`src/rtl/lock_pkg.sv`:
```
// Shared types for the lock's tick monitoring logic.
// Holds the monitor FSM states and the default counter width.
package lock_pkg;

    localparam int LOCK_CNT_W = 27;

    typedef enum logic [1:0] {
        IDLE,
        MEASURE,
        LOST
    } mon_state_e;

endpackage

```
`src/rtl/tick_edge_monitor_if.sv`:
```
// Bundle between a divider tick and its fast-domain monitor.
// master = monitor side, slave = downstream consumer side.
interface tick_edge_monitor_if
    import lock_pkg::*;
#(
    parameter int CNT_W = LOCK_CNT_W
);
    logic             divided_clk;
    logic             rise_pulse;
    logic             fall_pulse;
    logic [CNT_W-1:0] period_cnt;
    logic             period_valid;
    logic             tick_lost;

    modport master (
        input  divided_clk,
        output rise_pulse,
        output fall_pulse,
        output period_cnt,
        output period_valid,
        output tick_lost
    );

    modport slave (
        output divided_clk,
        input  rise_pulse,
        input  fall_pulse,
        input  period_cnt,
        input  period_valid,
        input  tick_lost
    );
endinterface

```
`src/rtl/bit_synchronizer.sv`:
```
// Multi-flop synchronizer for a single asynchronous bit.
// All stages clear to 0 on reset.
module bit_synchronizer #(
    parameter int SYNC_STAGES = 2
) (
    input  logic clk_in,
    input  logic rst_n,
    input  logic i_d,
    output logic o_q
);
    logic [SYNC_STAGES-1:0] r_sync;

    // Shift the async input through the synchronizer chain
    always_ff @(posedge clk_in or negedge rst_n) begin
        if (!rst_n) begin
            r_sync <= '0;
        end else begin
            r_sync <= {r_sync[SYNC_STAGES-2:0], i_d};
        end
    end

    assign o_q = r_sync[SYNC_STAGES-1];
endmodule

```
`src/rtl/tick_edge_monitor.sv`:
```
// Synchronizes a divider tick, emits edge strobes,
// measures rise-to-rise period and flags a lost tick.
module tick_edge_monitor
    import lock_pkg::*;
#(
    parameter int             CNT_W       = LOCK_CNT_W,
    parameter int             SYNC_STAGES = 2,
    parameter logic [CNT_W-1:0] TIMEOUT   = CNT_W'(400000)
) (
    input  logic                  clk_in,
    input  logic                  rst_n,
    tick_edge_monitor_if.master   mon
);
    logic             w_sync;
    logic             w_rise;
    logic             w_fall;
    logic             w_at_limit;
    logic             w_publish;
    mon_state_e       w_state_nxt;

    logic             r_prev;
    logic             r_rise;
    logic             r_fall;
    logic [CNT_W-1:0] r_run_cnt;
    logic [CNT_W-1:0] r_period_cnt;
    logic             r_period_valid;
    mon_state_e       r_state;

    bit_synchronizer #(
        .SYNC_STAGES(SYNC_STAGES)
    ) u_sync (
        .clk_in(clk_in),
        .rst_n (rst_n),
        .i_d   (mon.divided_clk),
        .o_q   (w_sync)
    );

    assign w_rise     = w_sync & ~r_prev;
    assign w_fall     = ~w_sync & r_prev;
    assign w_at_limit = (r_run_cnt == TIMEOUT);

    // Edge history flop and registered edge strobes
    always_ff @(posedge clk_in or negedge rst_n) begin
        if (!rst_n) begin
            r_prev <= 1'b0;
            r_rise <= 1'b0;
            r_fall <= 1'b0;
        end else begin
            r_prev <= w_sync;
            r_rise <= w_rise;
            r_fall <= w_fall;
        end
    end

    // Cycles since last rise; restarts at 1, saturates at TIMEOUT
    always_ff @(posedge clk_in or negedge rst_n) begin
        if (!rst_n) begin
            r_run_cnt <= '0;
        end else if (w_rise) begin
            r_run_cnt <= CNT_W'(1);
        end else if (!w_at_limit) begin
            r_run_cnt <= r_run_cnt + 1'b1;
        end
    end

    // Next state and publish decision; a rise beats the timeout
    always_comb begin
        w_state_nxt = r_state;
        w_publish   = 1'b0;
        unique case (r_state)
            IDLE: begin
                if (w_rise) begin
                    w_state_nxt = MEASURE;
                end else if (w_at_limit) begin
                    w_state_nxt = LOST;
                end
            end
            MEASURE: begin
                if (w_rise) begin
                    w_publish = 1'b1;
                end else if (w_at_limit) begin
                    w_state_nxt = LOST;
                end
            end
            LOST: begin
                if (w_rise) begin
                    w_state_nxt = MEASURE;
                end
            end
            default: begin
                w_state_nxt = IDLE;
            end
        endcase
    end

    // State register plus published period and its strobe
    always_ff @(posedge clk_in or negedge rst_n) begin
        if (!rst_n) begin
            r_state        <= IDLE;
            r_period_valid <= 1'b0;
            r_period_cnt   <= '0;
        end else begin
            r_state        <= w_state_nxt;
            r_period_valid <= w_publish;
            if (w_publish) begin
                r_period_cnt <= r_run_cnt;
            end
        end
    end

    assign mon.rise_pulse   = r_rise;
    assign mon.fall_pulse   = r_fall;
    assign mon.period_cnt   = r_period_cnt;
    assign mon.period_valid = r_period_valid;
    assign mon.tick_lost    = (r_state == LOST);
endmodule

```
`src/flat_wrapper.sv`:
```
// flat-port wrapper written by rule: the top's interface ports become plain ports
module tick_edge_monitor_flat import lock_pkg::*;
#(
    parameter int             CNT_W       = LOCK_CNT_W,
    parameter int             SYNC_STAGES = 2,
    parameter logic [CNT_W-1:0] TIMEOUT   = CNT_W'(400000)
)
  (clk_in, rst_n, mon_divided_clk, mon_rise_pulse, mon_fall_pulse, mon_period_cnt, mon_period_valid, mon_tick_lost);
  tick_edge_monitor_if #(.CNT_W(CNT_W)) mon_i ();
  input  logic clk_in;
  input  logic rst_n;
  input wire logic [$bits(mon_i.divided_clk)-1:0] mon_divided_clk;
  output wire logic [$bits(mon_i.rise_pulse)-1:0] mon_rise_pulse;
  output wire logic [$bits(mon_i.fall_pulse)-1:0] mon_fall_pulse;
  output wire logic [$bits(mon_i.period_cnt)-1:0] mon_period_cnt;
  output wire logic [$bits(mon_i.period_valid)-1:0] mon_period_valid;
  output wire logic [$bits(mon_i.tick_lost)-1:0] mon_tick_lost;
  assign mon_i.divided_clk = mon_divided_clk;
  assign mon_rise_pulse = mon_i.rise_pulse;
  assign mon_fall_pulse = mon_i.fall_pulse;
  assign mon_period_cnt = mon_i.period_cnt;
  assign mon_period_valid = mon_i.period_valid;
  assign mon_tick_lost = mon_i.tick_lost;
  tick_edge_monitor #(.CNT_W(CNT_W), .SYNC_STAGES(SYNC_STAGES), .TIMEOUT(TIMEOUT)) u_core (.clk_in(clk_in), .rst_n(rst_n), .mon(mon_i));
endmodule
```
`config.mk`:
```
export PLATFORM = sky130hd
export DESIGN_NAME = tick_edge_monitor_flat
export DESIGN_NICKNAME = d
export VERILOG_FILES = /design/src/rtl/lock_pkg.sv /design/src/rtl/tick_edge_monitor_if.sv /design/src/rtl/bit_synchronizer.sv /design/src/rtl/tick_edge_monitor.sv /design/src/flat_wrapper.sv
export SDC_FILE = /design/constraint.sdc
export NUM_CORES = 1
export LEC_CHECK = 0
export ABC_AREA = 1
export CAP_MARGIN = 30
export CELL_PAD_IN_SITES_DETAIL_PLACEMENT = 1
export CELL_PAD_IN_SITES_GLOBAL_PLACEMENT = 2
export CORE_MARGIN = 10
export CORE_UTILIZATION = 35
export CTS_CLUSTER_DIAMETER = 50
export CTS_CLUSTER_SIZE = 28
export DETAILED_ROUTE_END_ITERATION = 10
export PLACE_DENSITY = 0.83
export RECOVER_POWER = 25
export SETUP_SLACK_MARGIN = 0.05
export SKIP_CTS_REPAIR_TIMING = 1
export SLEW_MARGIN = 20
export SYNTH_ARGS = -nofsm -noshare
export SYNTH_HDL_FRONTEND = slang
export SYNTH_SLANG_ARGS = --single-unit
```
`constraint.sdc`:
```
create_clock -name clk_in -period 3 [get_ports clk_in]
set_input_delay 0.6 -clock clk_in [delete_from_list [all_inputs] [get_ports clk_in]]
set_output_delay 0.6 -clock clk_in [all_outputs]
set_load 0.02 [all_outputs]
```
### After elaboration in Yosys (flattened, before gate mapping)

Cells that the tools add are included.

| word-level totals | value |
|---|---|
| flip-flop bits (word level) | 62 |
| input port bits | 3 |
| output and inout bits | 31 |
| word-level logic and storage cells | 30 |

| operators by class | value |
|---|---|
| add/sub/neg operators | 1 |
| equal/unequal tests | 6 |
| multiplexer cells | 9 |
| bitwise gates (word level) | 4 |
| reductions and logical operators | 2 |

Operators with widths:

| cell | count |
|---|---|
| two-way mux 27 bit | 2 |
| adder 27 x 1 -> 27 bit (second input constant) | 1 |
| == test 27 x 19 -> 1 bit (second input constant) | 1 |
| two-way mux 2 bit | 4 |
| case mux 2 bit (3 select lines) | 1 |
| != test 2 x 1 -> 1 bit (second input constant) | 2 |
| bitwise AND 1 bit | 2 |
| == test 2 x 1 -> 1 bit (second input constant) | 1 |
| == test 2 bit (second input constant) | 1 |
| zero test 2 bit | 1 |
| two-way mux 1 bit | 2 |
| != test 2 bit (second input constant) | 1 |
| NOT 1 bit | 2 |
| AND reduction 2 bit | 1 |

### Logic depth before layout (Yosys ltp)

| logic depth | value |
|---|---|
| word-level depth | 4 |
| mapped depth | 9 |
| mapped depth without buffers | 9 |

### Hierarchy

From an unflattened synthesis, not the netlist that was laid out.

| unflattened totals | value |
|---|---|
| cells, all modules | 406 |
| area total of the unflattened synthesis | 3060.4 um^2 |

Modules (own cells, without submodules):

| module | instances | cells each | area an instance (um^2) | seq. area each (um^2) |
|---|---|---|---|---|
| tick_edge_monitor | 1 | 404 | 3010.4 | 1501.4 |
| bit_synchronizer | 1 | 2 | 50.0 | 50.0 |

### Least setup slack after synthesis

OpenSTA, ideal clock, no wires.

| timing | value |
|---|---|
| path kind | flip-flop to flip-flop |
| start point | register u_core.r_run_cnt[0] |
| end point | register u_core.r_run_cnt[0] |
| arrival time | 1229 ps |
| data required time | 2884 ps |
| path slack | 1655 ps |
| stages on the path, launching flop included | 10 |
| path buffers | 0 |
| cell sequence | dfrtp_1 -> inv_1 -> ha_1 -> inv_1 -> nor3_1 -> nand2_1 -> nor2_1 -> nand2_1 -> nand2_1 -> nand2_1 |

| on the way | value |
|---|---|
| longest elaborated chain between the ends | 3 |
| elaborated cells on any way between the ends | 5 |
| classes of those cells | add/sub (1); eq/ne (2); mux (2) |

Ends and longest elaborated chain:

| element | RTL line | text |
|---|---|---|
| start: declaration | tick_edge_monitor.sv:24 | `logic [CNT_W-1:0] r_run_cnt;` |
| start signal: assignment | tick_edge_monitor.sv:62 | `r_run_cnt <= r_run_cnt + 1'b1;` |
| adder 27 x 1 -> 27 bit | tick_edge_monitor.sv:62 |  |
| two-way mux 27 bit | tick_edge_monitor.sv:61 | `end else if (!w_at_limit) begin` |
| two-way mux 27 bit | tick_edge_monitor.sv:59 | `end else if (w_rise) begin` |

Parallel ways exist; a longest one is shown, timed or not. The select of a mux whose other input is x is not followed.
A chain may end at the register's enable or synchronous reset.

### Final worst setup path

| timing | value |
|---|---|
| start point | register u_core.r_state[1] |
| end point | output mon_tick_lost |

| on the way | value |
|---|---|
| longest elaborated chain between the ends | 1 |

Ends and longest elaborated chain:

| element | RTL line | text |
|---|---|---|
| start: declaration | tick_edge_monitor.sv:27 | `mon_state_e r_state;` |
| start signal: assignment | tick_edge_monitor.sv:103 | `r_state <= w_state_nxt;` |
| == test 2 bit | tick_edge_monitor.sv:115 | `assign mon.tick_lost = (r_state == LOST);` |
| end: declaration | flat_wrapper.sv:17 | `output wire logic [$bits(mon_i.tick_lost)-1:0] mon_tick_lost;` |

Every way passes these cells.

==> impl_metrics.json <==
{
  "status": "finished, violations left",
  "failed_checks": "capacitance limit, slew limit",
  "grt_pass1_vias": 2773,
  "synthArstFlopShare_pct": 100,
  "dpl.hpwl_mm": 6.35,
  "drt-vias-per-instance": 4.81,
  "grt_antenna_before_repair": 0,
  "synthTopCellsByArea": "dfrtp_1 52%, nand2_1 17%, nor2_1 7.3%",
  "core_area_um2": 8260,
  "p_leak_nw": 1.63,
  "finalClockSkew_ps": 7.51,
  "rsz0062_at_grt": "no",
  "fin_nets": 430,
  "synth_nets": 390,
  "timing.final.crit_share_pct": 70.6,
  "worstSkewPairLatency_ps": 340,
  "num_io_pins": 34,
  "initial_core_util_pct": 36.0,
  "reg2reg_depth": 8,
  "drive_gt1_share_pct": 10.0,
  "setup_ws_ps": 883,
  "required_ps": 2400,
  "final_util_pct": 43.8,
  "synth_seq_cells": 62,
  "synthTopCellsByCount": "131 x nand2_1, 62 x dfrtp_1, 58 x nor2_1, 31 x inv_1, 29 x o21ai_0",
  "setup_violations": 0,
  "place.gp.congestion": 0.815,
  "ys_seq_area_share_pct": 52.2,
  "detailedPlace.worstSlack_ps": 1240,
  "clock_path_buffers": 2,
  "endpoint_kind": "primary output",
  "yosys_most_used_dff": "dfrtp_1",
  "whs_ps": 361,
  "insertedDiodeCount": 0,
  "critPathLaunchType": "flop",
  "worstMarginPinSlew_ps": 1590,
  "cts_tree": "done",
  "synth.distinct_cells": 22,
  "die_area_um2": 12600,
  "grt_start_max_net_pins": 37,
  "first_pass_iters": 4,
  "final_antenna_net_count": 0,
  "grt_overflow_total": 0,
  "cts_made_buffers": 9,
  "yosysTopAreaCellShare_pct": 52.2,
  "grt_usage_pct": 13.8,
  "die_y_um": 112,
  "ys_warn_count": 0,
  "maxCapViolCount": 1,
  "fmax_mhz": 472,
  "period_needed_ps": 2120,
  "avgSynthCellArea_um2": 7.72,
  "clock-sinks": 62,
  "wl_mm": 8.16,
  "power_density_nw_per_um2": 522,
  "crit_chain": "inv_1 > nor2_1 > clkdlybuf4s50_1",
  "finalHoldViolations": 0,
  "grt_pass1_wl_mm": 14.2,
  "crit_slowest_cell": "clkdlybuf4s50_1",
  "crit_fanout": 3,
  "r2r_slack_ps": 1250,
  "r2r_start": "u_core.r_prev",
  "drc": 0,
  "hold_depth": 0,
  "relSlewSlack_pct": -6.19,
  "syn_inst": 385,
  "criticalPathCategory": "flop to primary output",
  "clk_pin_slew_worst_paths_ps": 70,
  "syn_to_final_growth_pct": 21.9,
  "hold_path_class": "flop to flop",
  "avgRoutedWirePerCell_um": 15.3,
  "yosysMostFrequentCell": "nand2_1",
  "worstPathArrival_ps": 1520,
  "netlist_area_um2": 2970,
  "first_iter_violations": 97,
  "clock-root-buffer": "clkbuf_8",
  "worstHoldStart": "u_core.u_sync.r_sync[0]",
  "vias": 2566,
  "rows": 33,
  "h-tree-depth": 3,
  "r2r_end": "u_core.mon.period_cnt[5]",
  "die_w_um": 112,
  "port_buffers": 33,
  "yosysTopAreaCell": "dfrtp_1",
  "tns_ps": 0,
  "total_power_mw": 1.89,
  "slowest_delay_ps": 630,
  "synth_edf_count": 0,
  "drv_slew": 27,
  "irDropWorstVdd_v": 0.000184,
  "holdPathEnd": "u_core.u_sync.r_sync[1]"
}
through the flow:
stage	instance area (um^2)	std cells
2_1_floorplan	2970	385
3_3_place_gp	3430	519
3_5_place_dp	3430	519
4_1_cts	3620	534
5_1_grt	3620	534
6_report	3620	534
worst max path at each step:
stage,from,to,slack (ps)
2_1_floorplan,u_core.r_run_cnt[0],u_core.r_run_cnt[0],1650
3_3_place_gp,u_core.r_state[1],mon_tick_lost,1280
3_5_place_dp,u_core.r_prev,u_core.mon.period_cnt[9],1240
4_1_cts,u_core.r_state[1],mon_tick_lost,850
5_1_grt,u_core.r_state[1],mon_tick_lost,740
6_report,u_core.r_state[1],mon_tick_lost,880
cells by family (layout without fill, tap and decap cells):
group / count (synthesis) / count (layout) / synth area share, %
AOI/OAI and AO/OA: 38 / 38 / 6.40
xor gates and xnor gates: 7 / 7 / 2.06
adders and majority gates: 2 / 2 / 0.842
buffers and inverters: 41 / 85 / 5.26
DFF: 62 / 62 / 52.2
and+or+nand+nor: 235 / 235 / 33.2
report_power, final:
| group | internal, mW | switching, mW | total (mW) |
|---|---|---|---|
| Clock | 0.395 | 0.317 | 0.713 |
| Combinational | 0.0916 | 0.157 | 0.248 |
| Sequential | 0.884 | 0.0449 | 0.928 |
worst max-delay path, delay by kind of cell (launching register included):
| family | cells | cell delay (ps) |
|---|---|---|
| buffers and inverters | 2 | 680 |
| and+or+nand+nor | 1 | 130 |
| DFF | 1 | 370 |
cells in the final DEF (no fill, tap or decap):
| cell type | n |
|---|---|
| a21oi_1 | 8 |
| and2_4 | 1 |
| buf_12 | 1 |
| buf_4 | 2 |
| bufinv_16 | 1 |
| clkbuf_1 | 1 |
| clkbuf_8 | 10 |
| clkdlybuf4s50_1 | 31 |
| clkinv_2 | 4 |
| dfrtp_1 | 62 |
| dlygate4sd3_1 | 1 |
| ha_1 | 2 |
| inv_1 | 31 |
| inv_2 | 3 |
| nand2_1 | 131 |
| nand2_2 | 5 |
| nand3_1 | 17 |
| nand3_2 | 1 |
| nand4_1 | 3 |
| nor2_1 | 58 |
| nor2_2 | 13 |
| nor2_4 | 2 |
| nor3_1 | 4 |
| o21ai_0 | 29 |
| o21ai_1 | 1 |
| xnor2_1 | 3 |
| xor2_1 | 4 |
state kept, by name (all words and copies together) (netlist names):
signal	flops
u_core.mon.rise_pulse	1
u_core.mon.fall_pulse	1
u_core.u_sync.r_sync	2
u_core.mon.period_cnt	27
u_core.r_prev	1
u_core.r_state	2
u_core.mon.period_valid	1
u_core.r_run_cnt	27
area by class of cell:
cell class / count / area (um^2)
Clock inverter: 5 / 50.0
Sequential cell: 62 / 1550
Clock buffer: 10 / 138
Inverter: 34 / 128
Tap cell: 105 / 131
Multi-Input combinational cell: 282 / 1260
Fill cell: 1046 / 4640
Timing Repair Buffer: 36 / 359
routing by layer:
| metal | part of all wire (%) | vias up | track usage (%) |
|---|---|---|---|
| met5 | 0 | - | 0 |
| met4 | 2.2 | 0 | 6.09 |
| met3 | 4.2 | 13 | 3.73 |
| met2 | 46 | 31 | 21.5 |
| met1 | 48 | 1248 | 17.4 |
| li1 | - | 1274 | - |
No activity file was read; power rests on OpenSTA's default activity.
